### src/rtl/johnson_phase_monitor_pkg.sv
// Shared definitions for consumers of the 8-phase Johnson counter decode lines.
package johnson_phase_monitor_pkg;

    localparam int NPHASE = 8;
    localparam int PIDX_W = 3;

    // Monitor FSM states
    typedef enum logic [1:0] {
        ST_HUNT    = 2'd0,
        ST_LOCKING = 2'd1,
        ST_LOCKED  = 2'd2,
        ST_FAULT   = 2'd3
    } mon_state_t;

    // Mask of phase lines whose index has bit b set; used to build the encoder
    // as one OR-reduction per index bit.
    function automatic logic [NPHASE-1:0] idx_mask(input int b);
        logic [NPHASE-1:0] m;
        m = '0;
        for (int i = 0; i < NPHASE; i++) begin
            m[i] = (((i >> b) & 1) != 0);
        end
        return m;
    endfunction

endpackage

### src/rtl/johnson_phase_monitor_onehot8_encode.sv
// Combinational 8->3 one-hot encoder with exactly-one-hot check.
// idx is only meaningful when valid is high.
module onehot8_encode
    import johnson_phase_monitor_pkg::*;
(
    input  logic [NPHASE-1:0] phase,
    output logic [PIDX_W-1:0] idx,
    output logic              valid
);

    // Each index bit is the OR of the lines whose position has that bit set
    generate
        for (genvar gi = 0; gi < PIDX_W; gi++) begin : g_idx
            assign idx[gi] = |(phase & idx_mask(gi));
        end
    endgenerate

    // Exactly one bit set: non-zero and clearing the lowest set bit leaves zero
    assign valid = (phase != '0) && ((phase & (phase - 1'b1)) == '0);

endmodule

### src/rtl/johnson_phase_monitor.sv
// Phase monitor for the 8-phase Johnson counter: encodes the decode lines,
// tracks legal rotation, locks, counts revolutions and flags sequence faults.
module johnson_phase_monitor
    import johnson_phase_monitor_pkg::*;
#(
    parameter int LOCK_LEN = 4,
    parameter int RW       = 8,
    parameter int EW       = 4
) (
    input  logic              clk,
    input  logic              clear,
    input  logic [NPHASE-1:0] phase,
    input  logic              err_clr,
    output logic [PIDX_W-1:0] phase_idx,
    output logic              phase_valid,
    output logic              locked,
    output logic              rev_pulse,
    output logic [RW-1:0]     rev_count,
    output logic              err,
    output logic [EW-1:0]     err_count
);

    localparam logic [3:0]    LOCK_TARGET = 4'(LOCK_LEN);
    localparam logic [RW-1:0] REV_ONE     = {{(RW-1){1'b0}}, 1'b1};
    localparam logic [EW-1:0] ERR_ONE     = {{(EW-1){1'b0}}, 1'b1};
    localparam logic [EW-1:0] ERR_MAX     = {EW{1'b1}};

    logic [PIDX_W-1:0] samp_idx;
    logic              samp_valid;

    mon_state_t        state_reg;
    logic [PIDX_W-1:0] prev_idx_reg;
    logic [3:0]        adv_cnt_reg;
    logic [PIDX_W-1:0] phase_idx_reg;
    logic              phase_valid_reg;
    logic              locked_reg;
    logic              rev_pulse_reg;
    logic [RW-1:0]     rev_count_reg;
    logic              err_reg;
    logic [EW-1:0]     err_count_reg;

    logic [PIDX_W-1:0] idx_diff;
    logic              is_adv;
    logic              is_hold;
    logic [3:0]        adv_cnt_inc;

    onehot8_encode u_encode (
        .phase (phase),
        .idx   (samp_idx),
        .valid (samp_valid)
    );

    // Classify the incoming sample relative to the last tracked index;
    // modulo-8 subtraction makes 7->0 an ordinary advance.
    assign idx_diff    = samp_idx - prev_idx_reg;
    assign is_adv      = samp_valid && (idx_diff == 3'd1);
    assign is_hold     = samp_valid && (idx_diff == 3'd0);
    assign adv_cnt_inc = adv_cnt_reg + 4'd1;

    // Register the encoded sample; an invalid sample keeps the last good index
    always_ff @(posedge clk or negedge clear) begin
        if (!clear) begin
            phase_valid_reg <= 1'b0;
            phase_idx_reg   <= '0;
        end else begin
            phase_valid_reg <= samp_valid;
            if (samp_valid) begin
                phase_idx_reg <= samp_idx;
            end
        end
    end

    // Lock FSM with revolution and fault bookkeeping
    always_ff @(posedge clk or negedge clear) begin
        if (!clear) begin
            state_reg     <= ST_HUNT;
            prev_idx_reg  <= '0;
            adv_cnt_reg   <= '0;
            locked_reg    <= 1'b0;
            rev_pulse_reg <= 1'b0;
            rev_count_reg <= '0;
            err_reg       <= 1'b0;
            err_count_reg <= '0;
        end else begin
            rev_pulse_reg <= 1'b0;
            // A fault detected below on the same edge overrides this clear
            if (err_clr) begin
                err_reg <= 1'b0;
            end

            case (state_reg)
                ST_HUNT: begin
                    if (samp_valid) begin
                        state_reg    <= ST_LOCKING;
                        prev_idx_reg <= samp_idx;
                        adv_cnt_reg  <= '0;
                    end
                end

                ST_LOCKING: begin
                    if (!samp_valid) begin
                        state_reg <= ST_HUNT;
                    end else if (is_adv) begin
                        prev_idx_reg <= samp_idx;
                        adv_cnt_reg  <= adv_cnt_inc;
                        if (adv_cnt_inc == LOCK_TARGET) begin
                            state_reg  <= ST_LOCKED;
                            locked_reg <= 1'b1;
                        end
                    end else if (!is_hold) begin
                        // Skip: restart the advance run from the new position
                        prev_idx_reg <= samp_idx;
                        adv_cnt_reg  <= '0;
                    end
                end

                ST_LOCKED: begin
                    if (is_adv || is_hold) begin
                        prev_idx_reg <= samp_idx;
                        if (is_adv && (samp_idx == '0)) begin
                            rev_pulse_reg <= 1'b1;
                            rev_count_reg <= rev_count_reg + REV_ONE;
                        end
                    end else begin
                        state_reg  <= ST_FAULT;
                        locked_reg <= 1'b0;
                        err_reg    <= 1'b1;
                        if (err_count_reg != ERR_MAX) begin
                            err_count_reg <= err_count_reg + ERR_ONE;
                        end
                        if (samp_valid) begin
                            prev_idx_reg <= samp_idx;
                        end
                    end
                end

                ST_FAULT: begin
                    state_reg <= ST_HUNT;
                end

                default: begin
                    state_reg <= ST_HUNT;
                end
            endcase
        end
    end

    assign phase_idx   = phase_idx_reg;
    assign phase_valid = phase_valid_reg;
    assign locked      = locked_reg;
    assign rev_pulse   = rev_pulse_reg;
    assign rev_count   = rev_count_reg;
    assign err         = err_reg;
    assign err_count   = err_count_reg;

endmodule

### config.mk
export PLATFORM = sky130hd
export DESIGN_NAME = johnson_phase_monitor
export DESIGN_NICKNAME = d
export VERILOG_FILES = /design/src/rtl/johnson_phase_monitor_pkg.sv /design/src/rtl/johnson_phase_monitor_onehot8_encode.sv /design/src/rtl/johnson_phase_monitor.sv
export SDC_FILE = /design/constraint.sdc
export NUM_CORES = 1
export LEC_CHECK = 0
export ABC_CLOCK_PERIOD_IN_PS = 6200
export BUFFER_PORTS_ARGS = -buffer_cell sky130_fd_sc_hd__buf_2
export CORE_MARGIN = 3
export CORE_UTILIZATION = 55
export DETAILED_ROUTE_END_ITERATION = 8
export HOLD_SLACK_MARGIN = 0.06
export PLACE_DENSITY = 0.79
export SLEW_MARGIN = 20
export SYNTH_ARGS = -nofsm -noshare
export SYNTH_HDL_FRONTEND = slang
export SYNTH_SLANG_ARGS = --single-unit
### constraint.sdc
create_clock -name clk -period 6.2 [get_ports clk]
set_clock_uncertainty 0.05 [all_clocks]
set_input_delay 0.62 -clock clk [delete_from_list [all_inputs] [get_ports clk]]
set_output_delay 0.62 -clock clk [all_outputs]
set_load 0.02 [all_outputs]
==> flow_summary.yaml <==
setup_path:
  critPathLaunchType: "input pin"
  worstSetupEndpointType: "register"
  path_max_fanout: 7
  worst-setup-path-type: "input pin to register"
  worstPathArrival_ps: 3680
  required_ps: 6390
clock_network:
  cts_setup_buffers: 0
  cts-htree-levels: 1
  cts-buffers-inserted: 3
  hold_buffers: 0
  clk_pin_slew_ps: 160
  root_buffer: "clkbuf_4"
  cts.sinks: 28
  cts_tree: "done"
  cts_buffer_depth: 2
  insertion_delay_ps: 320
  ctsResizeCount: 0
timing:
  setup_tns_ps: 0
  finalHoldViolCount: 0
  relSlewSlack_pct: 55.9
  tightestPinTransition_ps: 656
  setup_viol: 0
  final_max_slew_viol_count: 0
  rsz0062_at_grt: "false"
  min_period_ps: 3490
  max_freq_mhz: 287
  period_share_pct: 56.3
status:
  status: "completed"
synthesis:
  async_flop_share_pct: 100
  avgSynthCellArea_sq_um: 10.1
  synthFlopType: "dfrtp_1"
  yosys_warnings: 0
  synth_cell_types: 48
  yosysSeqAreaShare_pct: 42.7
  netlist_instances: 163
  netlist_area_sq_mm: 0.00164
  ys_seq_elements: 28
  synth_nets: 182
  synth-edff-count: 0
global_route:
  grt_util_all_layers_pct: 20.4
  grt_overflow: 0
  grt_max_degree: 29
  antenna_found_initial: 0
  grt_pass1_wl_um: 5710
  grt_pass1_vias: 1327
finish:
  layout-drive-gt1-share_pct: 22.2
  seqCellArea_sq_um: 701
  diodes: 0
  fill_cells: 240
  syn_to_final_growth_pct: 14.2
  multi_input_area_sq_um: 878
  final_area_sq_mm: 0.00187
  fin_nets: 214
placed_design:
  io_buffers: 29
  gp_congestion: 0.897
  postPlaceCellArea_sq_mm: 0.00182
  place_hpwl_um: 2710
floorplanning:
  die_area_sq_mm: 0.00367
  start_util_pct: 58.4
  die_width_um: 60.6
  ioPinCount: 30
  rows: 19
  die_y_um: 60.6
  core_area_sq_mm: 0.00281
pwr:
  p_seq_share_pct: 42.2
  p_int_mw: 0.355
  power.leakage_nw: 0.861
  power.switching_mw: 0.202
  clockPowerShare_pct: 21.8
  swShare_pct: 36.3
  ir_worst_vdd_v: 0.000165
  p_comb_share_pct: 36.0
  powerDensity_mw_per_mm2: 297
flow_run:
  drv_cap: 0
drt:
  postRouteAntennaNets: 0
  postRouteWirelength_um: 3550
  drc: 0
  drt-vias-per-instance: 6.12
  dr.pass1.iters: 6
  num_vias: 1378
  wire_per_inst_um: 15.8
  drt_iter0_markers: 85
min_path:
  hold_class: "input pin to asynchronous set/reset pin"
logic make-up after synthesis:
| group | after synthesis | synth area share [%] |
|---|---|---|
| AND/OR/NAND/NOR | 54 | 18.7 |
| AO/OA/AOI/OAI | 39 | 17.7 |
| flip-flops | 28 | 42.7 |
| buffers and inverters | 16 | 3.66 |
| XOR/XNOR | 11 | 5.88 |
| adder cells (fa/ha/maj) | 9 | 7.18 |
| multiplexers | 6 | 4.12 |
cell type report:
| class | instances | area share (%) |
|---|---|---|
| flip-flops and latches | 28 | 37.4 |
| well taps | 31 | 2.07 |
| inverters | 13 | 2.61 |
| clock buffers | 3 | 1.20 |
| multi-input cells | 119 | 46.9 |
| repair buffers | 30 | 8.16 |
| clock inverters | 1 | 1.60 |
final timing paths:
path                                 start              end  slack, ps  cells after the start
max                               phase[5]     err_count[1]       2710                     11
min                                  clear  prev_idx_reg[0]        230                      1
max reg2reg                prev_idx_reg[0]     err_count[1]       3480                      9
min reg2reg                   rev_count[7]     rev_count[7]        440                      1
max in group asynchronous            clear     rev_count[1]       5470                      1
min in group clk                   err_clr              err        420                      2
power by group through the flow:
stage | Sequential [mW] | Clock, mW | Combinational (mW)
floorplan | 0.257 | 0 | 0.122
global placement | 0.236 | 0 | 0.194
detailed placement | 0.239 | 0 | 0.199
CTS | 0.235 | 0.124 | 0.199
global route | 0.240 | 0.133 | 0.221
finish | 0.235 | 0.121 | 0.201
Yosys cell counts (2+ instances only):
| cell | n | area (sq um) |
|---|---|---|
| nor4b_1 | 3 | 26.3 |
| clkbuf_1 | 3 | 11.3 |
| xnor2_1 | 7 | 61.3 |
| ha_1 | 7 | 87.6 |
| nand4_1 | 4 | 25.0 |
| a21oi_1 | 5 | 25.0 |
| o211ai_1 | 2 | 15.0 |
| o2bb2ai_1 | 2 | 17.5 |
| nor3_1 | 9 | 45.0 |
| nor4_1 | 5 | 31.3 |
| nand2_1 | 11 | 41.3 |
| o21ai_0 | 10 | 50.1 |
| and2_1 | 2 | 12.5 |
| a22o_1 | 3 | 26.3 |
| inv_1 | 12 | 45.0 |
| nor2_1 | 7 | 26.3 |
| o22ai_1 | 2 | 12.5 |
| mux2_2 | 2 | 22.5 |
| mux2i_1 | 3 | 30.0 |
| dfrtp_1 | 28 | 701 |
| nand3_1 | 6 | 30.0 |
| xor2_1 | 4 | 35.0 |
layer usage:
| layer | routed length (um) | track usage, % | vias to the layer above |
|---|---|---|---|
| met3 | 167 | 3.19 | 6 |
| met5 | 0 | 0 | - |
| met4 | 47 | 4.33 | 0 |
| li1 | - | - | 668 |
| met1 | 1610 | 27.8 | 654 |
| met2 | 1730 | 34.5 | 50 |
stage by stage:
stage                     power, mW  instances  hold WS [ps]  worst slack (ps)  utilization, %
final                         0.557        225           227              2710            66.7
after detailed placement      0.437        221           414              2390            64.9
after global routing          0.593        225           255              2550            66.7
after global placement        0.430        221           400              2540            64.9
after CTS                     0.558        225           253              2730            66.7
after floorplan               0.378        163           274              2890               -
layout by cell type (no fill, tap or decap), types with 2 or more instances in the layout:
master     instances
buf_2             29
dfrtp_1           28
inv_1             12
nand2_1           11
o21ai_0           10
nor3_1             9
nor2_1             7
xnor2_1            7
ha_1               7
nand3_1            6
nor4_1             5
a21oi_1            5
nand4_1            4
xor2_1             4
nor4b_1            3
mux2i_1            3
a22o_1             3
clkbuf_4           3
and2_1             2
o22ai_1            2
o211ai_1           2
mux2_2             2
o2bb2ai_1          2
critical path, cell delays in order:
cell and delay, ps:
buf_2 150, nor4_1 610, ha_1 250, inv_1 50, fa_1 370, xnor2_1 150, xnor2_1 380, or2_4 240
a211oi_4 50, a311oi_1 470, mux2_4 340
No activity file was read; power rests on OpenSTA's default activity.
